**config.mk**
```make
export PLATFORM = sky130hd
export DESIGN_NAME = demux_4_32
export DESIGN_NICKNAME = d
export VERILOG_FILES = /design/src/rtl/demux_4_32.sv
export SDC_FILE = /design/constraint.sdc
export NUM_CORES = 1
export LEC_CHECK = 0
export BUFFER_PORTS_ARGS = -buffer_cell sky130_fd_sc_hd__buf_2
export CAP_MARGIN = 15
export CELL_PAD_IN_SITES_DETAIL_PLACEMENT = 1
export CELL_PAD_IN_SITES_GLOBAL_PLACEMENT = 1
export CORE_UTILIZATION = 43
export CTS_CLUSTER_SIZE = 30
export DETAILED_ROUTE_END_ITERATION = 10
export PLACE_DENSITY_LB_ADDON = 0.1
export SETUP_SLACK_MARGIN = 0.3
export SYNTH_ARGS = -nofsm -noshare
export SYNTH_HDL_FRONTEND = slang
export SYNTH_SLANG_ARGS = --single-unit
```
**constraint.sdc**
```tcl
create_clock -name clk -period 7.2 [get_ports clk]
set_input_delay 0 -clock clk [delete_from_list [all_inputs] [get_ports clk]]
set_output_delay 0 -clock clk [all_outputs]
set_load 0.005 [all_outputs]
```
**src/rtl/demux_4_32.sv**
```systemverilog
// Routes one input word per cycle to one of four single-entry output slots; accept-to-out_valid is 1 cycle.
// in_ready drops only when the selected slot is full and its consumer is not draining it this cycle.
module demux_4_32 #(
    parameter int WIDTH = 32
) (
    input  logic             clk,
    input  logic             reset,
    input  logic             in_valid,
    output logic             in_ready,
    input  logic [1:0]       in_sel,
    input  logic [WIDTH-1:0] in_data,
    output logic [3:0]       out_valid,
    input  logic [3:0]       out_ready,
    output logic [WIDTH-1:0] out_data0,
    output logic [WIDTH-1:0] out_data1,
    output logic [WIDTH-1:0] out_data2,
    output logic [WIDTH-1:0] out_data3,
    output logic [2:0]       pending
);

    logic [WIDTH-1:0] slot [4];
    logic             accept;
    logic [3:0]       load;
    logic [3:0]       drain;
    logic [3:0]       valid_nxt;

    function automatic logic [2:0] popcount4(input logic [3:0] v);
        return 3'(v[0]) + 3'(v[1]) + 3'(v[2]) + 3'(v[3]);
    endfunction

    // A full slot can still take a word when its consumer empties it on the same edge.
    assign in_ready = !out_valid[in_sel] || out_ready[in_sel];
    assign accept   = in_valid && in_ready;
    assign drain    = out_valid & out_ready;

    always_comb begin
        load = '0;
        if (accept) begin
            load[in_sel] = 1'b1;
        end
    end

    assign valid_nxt = (out_valid & ~drain) | load;

    always_ff @(posedge clk) begin
        if (!reset) begin
            out_valid <= '0;
            pending   <= '0;
            for (int i = 0; i < 4; i++) begin
                slot[i] <= '0;
            end
        end else begin
            out_valid <= valid_nxt;
            pending   <= popcount4(valid_nxt);
            if (accept) begin
                slot[in_sel] <= in_data;
            end
        end
    end

    assign out_data0 = slot[0];
    assign out_data1 = slot[1];
    assign out_data2 = slot[2];
    assign out_data3 = slot[3];

endmodule

```
==> impl_metrics.env, run 1 <==
export IMPL_drv_cap=0
export IMPL_dp_final_hpwl_um=8720
export IMPL_fin_crit_sh=0.305
export IMPL_layout_nets=606
export IMPL_grt_pass1_vias=3743
export IMPL_required_ps=7200
export IMPL_yosysTopAreaCell="edfxtp_1"
export IMPL_clk_pin_slew_ps=50
export IMPL_ant_nets=0
export IMPL_synth_edff_count=128
export IMPL_finalNonFillerCells=743
export IMPL_hold_class="input port to flip-flop"
export IMPL_yosys_warnings=0
export IMPL_synth_yosys_seq_area_share=0.745
export IMPL_vias=3531
export IMPL_powerDensity_nw_per_um2=255
export IMPL_async_reset_ff_frac=0
export IMPL_io_buffers=176
export IMPL_start_util=0.443
export IMPL_viasPerCell=4.75
export IMPL_worstMarginPinSlew_ps=1120
export IMPL_synth_nets=390
export IMPL_synthFlopType="edfxtp_1"
export IMPL_fmax_mhz=455
export IMPL_grt_util_all_layers=0.227
export IMPL_drv_slew=0
export IMPL_antenna_found_initial=0
export IMPL_finalCriticalPeriod_ps=2200
export IMPL_io_pins=177
export IMPL_dp_cells=679
export IMPL_relSlewSlack=0.253
export IMPL_holdWs_ps=29.1
export IMPL_crit_path_end_kind="output port"
export IMPL_cts_max_level=4
export IMPL_clock_skew_ps=9.54
export IMPL_synth_top_area_frac=0.719
export IMPL_die_area_um2=12900
export IMPL_diodes=0
export IMPL_peakVddDrop_uv=166
export IMPL_fin_tns_setup_ps=0
export IMPL_row_count=40
export IMPL_first_pass_iters=4
export IMPL_hold_violations=0
export IMPL_hold_depth=2
export IMPL_insertion_delay_ps=420
export IMPL_grt_pass1_wl_um=21100
export IMPL_rsz0062_at_grt="false"
export IMPL_drive_above_1_share=0.438
export IMPL_die_w_um=113
export IMPL_crit_type="flip-flop to output port"
export IMPL_worstPathArrival_ps=2200
export IMPL_cts_setup_buffers=0
export IMPL_routabilityCongestion=0.720
export IMPL_synth_area_um2=5340
export IMPL_core_area_um2=12100
export IMPL_wl_per_cell_um=18.5
export IMPL_leakage_nw=3.21
export IMPL_reg2reg_depth=3
export IMPL_synth_cell_types=27
export IMPL_synth_seq_cells=135
export IMPL_outcome="finished, final reports clean"
export IMPL_cts_tree="yes"
export IMPL_die_y_um=113
export IMPL_cts_buffers=17
export IMPL_drtIter0Drc=155
export IMPL_crit_fanout=33
export IMPL_syn2layout_area_growth_pct=35.5
export IMPL_grt_ovfl_total=0
export IMPL_clock_sinks=135
export IMPL_worst_setup_path_start_kind="flip-flop"
export IMPL_clock_path_buffers=2
export IMPL_drc_errors=0
export IMPL_setup_viol=0
export IMPL_cts_root_buf="clkbuf_16"
export IMPL_netlist_instances=346
export IMPL_routed_wl_um=13700
export IMPL_grt_max_degree=34
export IMPL_syn_area_per_cell_um2=15.4
export IMPL_yosys_top_cells_area="edfxtp_1 (72%), and2_1 (12%), nor2_2 (3.4%)"
cells in the mapped netlist (2+ instances only):
library cell    n
o21ai_0         2
nand2_1        35
and2_1        104
ha_1            2
clkbuf_2        3
dfxtp_1         7
nand2b_1        3
nor2b_4         2
nor2_2         29
clkbuf_1        4
buf_6           9
nor2b_1         2
edfxtp_1      128
nor2_1          3
power by group:
| part | total, mW | internal [mW] | leakage [nW] | switching [mW] |
|---|---|---|---|---|
| combinational | 0.143 | 0.0607 | 1.53 | 0.0819 |
| sequential | 0.914 | 0.903 | 1.42 | 0.0108 |
| clock | 0.790 | 0.469 | 0.260 | 0.321 |
critical path, cell delays in order (launching register included):
cell     delay (ps)
dfxtp_1         320
nor2b_1         290
mux4_2          980
inv_2            20
buf_2           160
layer usage:
layer  share of wire  global-route usage
met5               0                   0
met1            0.41               0.259
met2            0.52               0.393
met4           0.022               0.107
met3           0.050              0.0654
cell type report:
cell class,count,area (um2)
fillers,1187,4820
well taps,168,210
clock inverters,14,111
clock buffers,18,429
repair buffers,214,1250
flip-flops and latches,135,3980
inverters,1,3.75
multi-input cells,193,1260
state kept, by name, summed over array words and instances, names as in the netlist:
name,count
out_valid,4
pending,3
slot,128
what timing repair did:
| action | CTS | global route |
|---|---|---|
| resized for setup | 0 | 0 |
| endpoints found under the hold margin | 128 | 0 |
| hold buffers | 32 | 0 |
layout by cell type, fill, tap and decap left out, drive strengths merged:
master,Yosys,final
ha,2,2
and2,104,104
edfxtp,128,128
nand3,1,1
fa,1,1
nand3b,1,1
o21ai,2,2
nor2,32,32
bufinv,0,1
dfxtp,7,7
inv,1,1
nand2b,3,3
nand2,35,35
mux4,1,1
and3,1,1
or2b,1,1
dlygate4sd3,0,32
nor3b,2,2
buf,10,182
o21bai,1,1
nor2b,4,4
clkbuf,7,18
clkinv,0,10
clkinvlp,0,3
o31ai,1,1
nor4b,1,1
cell families after synthesis:
group                      after synthesis  synth area share
and+or+nand+nor                        185             0.211
DFF                                    135             0.745
buffers and inverters                   18            0.0262
AOI/OAI and AO/OA                        4           0.00468
adders and majority gates                3           0.00843
muxes                                    1           0.00421
final timing paths:
path	startpoint	endpoint	slack, ps
max	out_valid[3]	in_ready	5000
min	reset	pending[1]	30
max reg2reg	out_valid[3]	slot[3][1]	5200
min reg2reg	out_valid[0]	out_valid[0]	700
stage by stage:
step / total power [mW] / instance area, um2 / util / setup slack, ps
after detailed placement: 1.06 / 6380 / 0.529 / 5120
after global routing: 1.91 / 7240 / 0.601 / 4850
final: 1.85 / 7240 / 0.601 / 5000
after global placement: 1.05 / 6380 / 0.529 / 5230
after floorplan: 0.981 / 5340 / - / 3860
after CTS: 1.87 / 7240 / 0.601 / 4930
No activity file was read; power rests on OpenSTA's default activity.
==> run 2: changes to the inputs <==
- CORE_UTILIZATION: 43 -> 36
- clock period: 7.2 -> 2 ns (I/O delays scaled with it)
==> run 2 against run 1 <==
First-iteration DRC count up 35%. Critical endpoint is now pending[1]. Sequential share of layout area down 1.9 points. Count of clock-buffer cells in the layout up 2. Worst setup slack worse by 4800 ps. Non-clock buffer count up 16. Critical path depth up 2. Global-route usage down 3.1 points. Highest routed layer unchanged. Largest power group unchanged. Die area up 19%. Clock power rose to 3.7 times the previous value.
==> impl_metrics.env, run 2 (synthesis gave the netlist of run 1 again) <==
export IMPL_hold_violations=0
export IMPL_n_fill_cell=1519
export IMPL_drv_slew=0
export IMPL_crit_path_cell_trace="nor2b_4 -> or2b_1 -> fa_1 -> ha_4 -> ha_4 -> and2_4"
export IMPL_grt_pass1_vias=3692
export IMPL_share_comb_of_total_power=0.081
export IMPL_powerDensity_nw_per_um2=902
export IMPL_crit_fanout=2
export IMPL_multi_input_area_um2=1310
export IMPL_layout_cells_most_common="buf_2"
export IMPL_insertion_delay_ps=420
export IMPL_ant_nets=0
export IMPL_routed_wl_um=14100
export IMPL_cts_max_level=4
export IMPL_top_register="slot"
export IMPL_first_pass_iters=4
export IMPL_diodes=0
export IMPL_dp_final_hpwl_um=8840
export IMPL_ff_latch_area_um2=3990
export IMPL_pwr_share_seq=0.485
export IMPL_syn2layout_area_growth_pct=40.6
export IMPL_drc_errors=0
export IMPL_reg2reg_from="out_valid[1]"
export IMPL_relSlewSlack=0.659
export IMPL_startpoint="out_valid[1]"
export IMPL_wl_met1_um=5780
export IMPL_wl_per_cell_um=18.2
export IMPL_drive_above_1_share=0.462
export IMPL_cts_tree="yes"
export IMPL_row_count=44
export IMPL_reg2reg_depth=6
export IMPL_drv_cap=0
export IMPL_setup_viol=0
export IMPL_die_y_um=124
export IMPL_clock_skew_ps=6.32
export IMPL_fin_area_um2=7510
export IMPL_intPower_mw=5.30
export IMPL_required_ps=2310
export IMPL_start_util=0.368
export IMPL_hold_class="input port to flip-flop"
export IMPL_largestRegisters="slot x128, out_valid x4, pending x3"
export IMPL_setup_ws_ps=197
export IMPL_top_layer="met4"
export IMPL_clock_sinks=135
export IMPL_routabilityCongestion=0.733
export IMPL_vias=3549
export IMPL_crit_cells=6
export IMPL_worstMarginPinSlew_ps=511
export IMPL_io_pins=177
export IMPL_clk_pin_slew_ps=60
export IMPL_largest_reg_flops=128
export IMPL_rsz0062_at_grt="true"
export IMPL_crit_path_end_kind="flip-flop"
export IMPL_io_buffers=176
export IMPL_met3RoutedLength_um=1080
export IMPL_finalPower_mw=6.78
export IMPL_viasPerCell=4.58
export IMPL_peakVddDrop_uv=507
export IMPL_critical_path_top_delay_family="adder cells"
export IMPL_fin_crit_sh=0.901
export IMPL_place_ws_ps=156
export IMPL_finalCriticalPeriod_ps=1800
export IMPL_fmax_mhz=555
export IMPL_clock_path_buffers=2
export IMPL_pwr_share_clk=0.433
export IMPL_layout_nets=622
export IMPL_grt_ovfl_total=0
export IMPL_swShare=0.217
export IMPL_r2r_end="pending[1]"
export IMPL_cts_root_buf="clkbuf_16"
export IMPL_leakage_nw=3.33
export IMPL_antenna_found_initial=0
export IMPL_final_cell_mix="buf_2 (175), edfxtp_1 (128), and2_1 (102)"
export IMPL_place_area_um2=6510
export IMPL_grt_util_all_layers=0.196
export IMPL_outcome="finished, final reports clean"
export IMPL_dr_wl_met2_um=7080
export IMPL_p_switching_mw=1.47
export IMPL_die_area_um2=15300
export IMPL_grt_pass1_wl_um=21100
export IMPL_drtIter0Drc=210
export IMPL_crit_type="flip-flop to flip-flop"
export IMPL_worst_setup_path_start_kind="flip-flop"
export IMPL_worstSetupEndpoint="pending[1]"
export IMPL_r2r_slack_ps=200
export IMPL_crit_top_cell="ha_4"
export IMPL_die_w_um=124
export IMPL_cp_slowest_cell="fa_1"
export IMPL_cts_buffers=17
export IMPL_worstPathArrival_ps=2110
export IMPL_path_buf_inv=0
export IMPL_core_area_um2=14500
export IMPL_fin_tns_setup_ps=0
export IMPL_critical_path_max_stage_delay_ps=480
export IMPL_grt_max_degree=33
-- run 2: cell types whose count changed in the layout (fill, tap and decap cells not counted), moves of 3 or more --
cell,change
buf_4,+11
clkinvlp_4,-3
dfxtp_2,+3
buf_12,+3
dfxtp_1,-3
-- run 2: what timing repair did --
item                                    in CTS  in global routing
hold buffers                                32                  0
gates resized for setup                      4                 13
pin swaps                                    1                  1
endpoints found under the hold margin      128                  0
setup buffers                                3                  2
endpoints found under the setup margin       4                 36
gates cloned                                 1                  0
-- run 2: worst min-delay path by stage --
stage / to / slack [ps] / start / depth (start not counted)
global placement: slot[0][4] / 320 / in_data[4] / 2
global route: pending[2] / 30 / reset / 2
floorplan: pending[2] / 120 / reset / 1
finish: out_valid[2] / 20 / reset / 2
CTS: out_valid[2] / 6 / reset / 2
detailed placement: slot[2][18] / 320 / in_data[18] / 2
-- run 2: per-layer routing --
metal | GRT usage | up-vias
met5 | 0 | -
met4 | 0.0678 | 0
met3 | 0.0655 | 12
met2 | 0.327 | 129
met1 | 0.236 | 1757
li1 | - | 1651
-- run 2: power by group through the flow --
stage / logic, mW / registers, mW / clock network [mW]
finish: 0.551 / 3.29 / 2.94
detailed placement: 0.489 / 3.35 / 0
CTS: 0.556 / 3.29 / 2.99
global route: 0.613 / 3.30 / 3.12
floorplan: 0.162 / 3.37 / 0
global placement: 0.479 / 3.34 / 0
-- run 2: worst register-to-register path: stages (launching register included) --
cell	delay, ps
dfxtp_2	320
nor2b_4	130
or2b_1	250
fa_1	480
ha_4	190
ha_4	200
and2_4	140
-- run 2: area by class of cell --
cell class	instances	share of cell area
inverter	1	0.00117
multi-input combinational	193	0.174
timing repair buffer	230	0.191
sequential	135	0.531
clock inverter	12	0.0147
clock buffer	20	0.0581
tap	184	0.0306
-- run 2: through the flow --
step / hold WS (ps) / util / instances
final: 20.8 / 0.517 / 775
after global routing: 25.9 / 0.517 / 775
after CTS: 6.26 / 0.513 / 773
after detailed placement: 321 / 0.448 / 705
after global placement: 316 / 0.448 / 705
after floorplan: 122 / - / 346
==> run 3: changes to the inputs <==
- CELL_PAD_IN_SITES_DETAIL_PLACEMENT: 1 -> 2
- CELL_PAD_IN_SITES_GLOBAL_PLACEMENT: 1 -> 2
- CORE_UTILIZATION: 36 -> 30
==> run 3 against run 2 <==
Flip-flop and latch count unchanged. Clock power increased by 4%. Via count is 1.7% lower. Global-route usage down 2.5 points. Count of clock-buffer cells in the layout decreased by 3. Wire length rose by 3.8%. Design area increased by 1.0%. Largest cell class unchanged.
==> impl_metrics.env, run 3 (synthesis gave the netlist of run 1 again) <==
export IMPL_n_fill_cell=1748
export IMPL_post_route_util=0.437
export IMPL_die_area_um2=18400
export IMPL_drtIter0Drc=133
export IMPL_hold_violations=0
export IMPL_relSlewSlack=0.698
export IMPL_peakVddDrop_uv=532
export IMPL_path_buf_inv=0
export IMPL_crit_path_end_kind="flip-flop"
export IMPL_first_pass_iters=4
export IMPL_routed_wl_um=14600
export IMPL_worstPathArrival_ps=2120
export IMPL_fmax_mhz=556
export IMPL_grt_pass1_vias=3839
export IMPL_critical_path_max_stage_delay_ps=490
export IMPL_clk_pin_slew_ps=60
export IMPL_cts_max_level=4
export IMPL_largest_reg_flops=128
export IMPL_drive_above_1_share=0.470
export IMPL_grt_pass1_wl_um=22200
export IMPL_insertion_delay_ps=420
export IMPL_fin_crit_sh=0.900
export IMPL_routabilityCongestion=0.715
export IMPL_rsz0062_at_grt="true"
export IMPL_grt_ovfl_total=0
export IMPL_drv_cap=0
export IMPL_r2r_slack_ps=200
export IMPL_clock_sinks=135
export IMPL_crit_fanout=2
export IMPL_leakage_nw=3.33
export IMPL_fin_tns_setup_ps=0
export IMPL_clock_skew_ps=8.03
export IMPL_grt_max_degree=22
export IMPL_core_area_um2=17400
export IMPL_powerDensity_nw_per_um2=910
export IMPL_row_count=48
export IMPL_diodes=0
export IMPL_grt_util_all_layers=0.171
export IMPL_finalCriticalPeriod_ps=1800
export IMPL_top_register="slot"
export IMPL_start_util=0.308
export IMPL_layout_cells_most_common="buf_2"
export IMPL_die_w_um=135
export IMPL_dp_final_hpwl_um=10100
export IMPL_io_buffers=176
export IMPL_viasPerCell=4.27
export IMPL_clock_path_buffers=2
export IMPL_required_ps=2320
export IMPL_drc_errors=0
export IMPL_vias=3488
export IMPL_met2_usage=0.309
export IMPL_wl_per_cell_um=17.9
export IMPL_multi_input_area_um2=1300
export IMPL_ant_nets=0
export IMPL_antenna_found_initial=0
export IMPL_largestRegisters="slot x128, out_valid x4, pending x3"
export IMPL_crit_top_cell="ha_4"
export IMPL_hold_class="input port to flip-flop"
export IMPL_critical_path_top_delay_family="adder cells"
export IMPL_cts_tree="yes"
export IMPL_cts_buffers=17
export IMPL_layout_nets=623
export IMPL_crit_path_cell_trace="nor2b_4 -> or2b_1 -> fa_1 -> ha_4 -> ha_4 -> and2_4"
export IMPL_cp_slowest_cell="fa_1"
export IMPL_grt_use_met3=0.0501
export IMPL_final_cell_mix="buf_2 (175), edfxtp_1 (128), and2_1 (103)"
export IMPL_ff_latch_area_um2=3990
export IMPL_worst_setup_path_start_kind="flip-flop"
export IMPL_outcome="finished, final reports clean"
export IMPL_io_pins=177
export IMPL_die_y_um=135
export IMPL_worstMarginPinSlew_ps=452
export IMPL_use_met1=0.191
export IMPL_drv_slew=0
export IMPL_crit_type="flip-flop to flip-flop"
export IMPL_cts_root_buf="clkbuf_16"
export IMPL_grt_busiest_layer="met2"
export IMPL_syn2layout_area_growth_pct=42.0
export IMPL_setup_viol=0
## run 3: changes by cell type in the layout (fill, tap and decap cells not counted)
cell / change
inv_2: +1
buf_12: +1
inv_6: +2
buf_16: -1
and2_4: -1
buf_4: +1
clkinv_1: -2
clkinv_2: -4
clkbuf_1: -3
and2_1: +1
clkinvlp_4: +6
## run 3: area by class of cell
| type | instances | area share |
|---|---|---|
| flip-flops and latches | 135 | 0.525 |
| well taps | 225 | 0.0371 |
| clock inverters | 15 | 0.0203 |
| clock buffers | 17 | 0.0561 |
| repair buffers | 231 | 0.189 |
| inverters | 1 | 0.000495 |
| multi-input cells | 193 | 0.172 |
## run 3: metal layers
layer,vias up,part of all wire
met2,102,0.54
li1,1655,-
met4,0,0.012
met5,-,0
met1,1718,0.40
met3,13,0.052
## run 3: worst paths after layout
path / startpoint / cells after the start / end
setup / recovery: out_valid[1] / 6 / pending[1]
hold / removal: reset / 2 / out_valid[2]
setup reg to reg: out_valid[1] / 6 / pending[1]
hold reg to reg: out_valid[0] / 3 / out_valid[0]
## run 3: worst reg2reg max path: stages, from the launching register on
cell and delay [ps]:
dfxtp_2 310, nor2b_4 120, or2b_1 250, fa_1 490, ha_4 190, ha_4 200
and2_4 140
## run 3: where the power goes
part           switching (mW)  internal, mW  total (mW)  leakage (nW)
Clock                    1.23          1.83        3.07         0.265
Combinational           0.302         0.249       0.551          1.64
Sequential             0.0410          3.25        3.29          1.42
Total                    1.58          5.33        6.91          3.33
## run 3: repair_timing
action,4_1_cts,5_1_grt
pin swaps,1,1
resized for setup,6,13
hold buffers,32,0
endpoints found under the hold margin,128,0
buffers inserted,5,0
endpoints found under the setup margin,4,36
## run 3: through the flow
| stage | instances | setup WS, ps | hold WS, ps | power [mW] | area, um2 |
|---|---|---|---|---|---|
| detailed placement | 748 | 150 | 324 | 3.85 | 6560 |
| global route | 817 | 141 | 13.4 | 7.15 | 7590 |
| CTS | 817 | 180 | 3.08 | 6.99 | 7540 |
| finish | 817 | 201 | 9.36 | 6.91 | 7590 |
| floorplan | 346 | 219 | 122 | 3.53 | 5370 |
| global placement | 748 | 167 | 319 | 3.84 | 6560 |
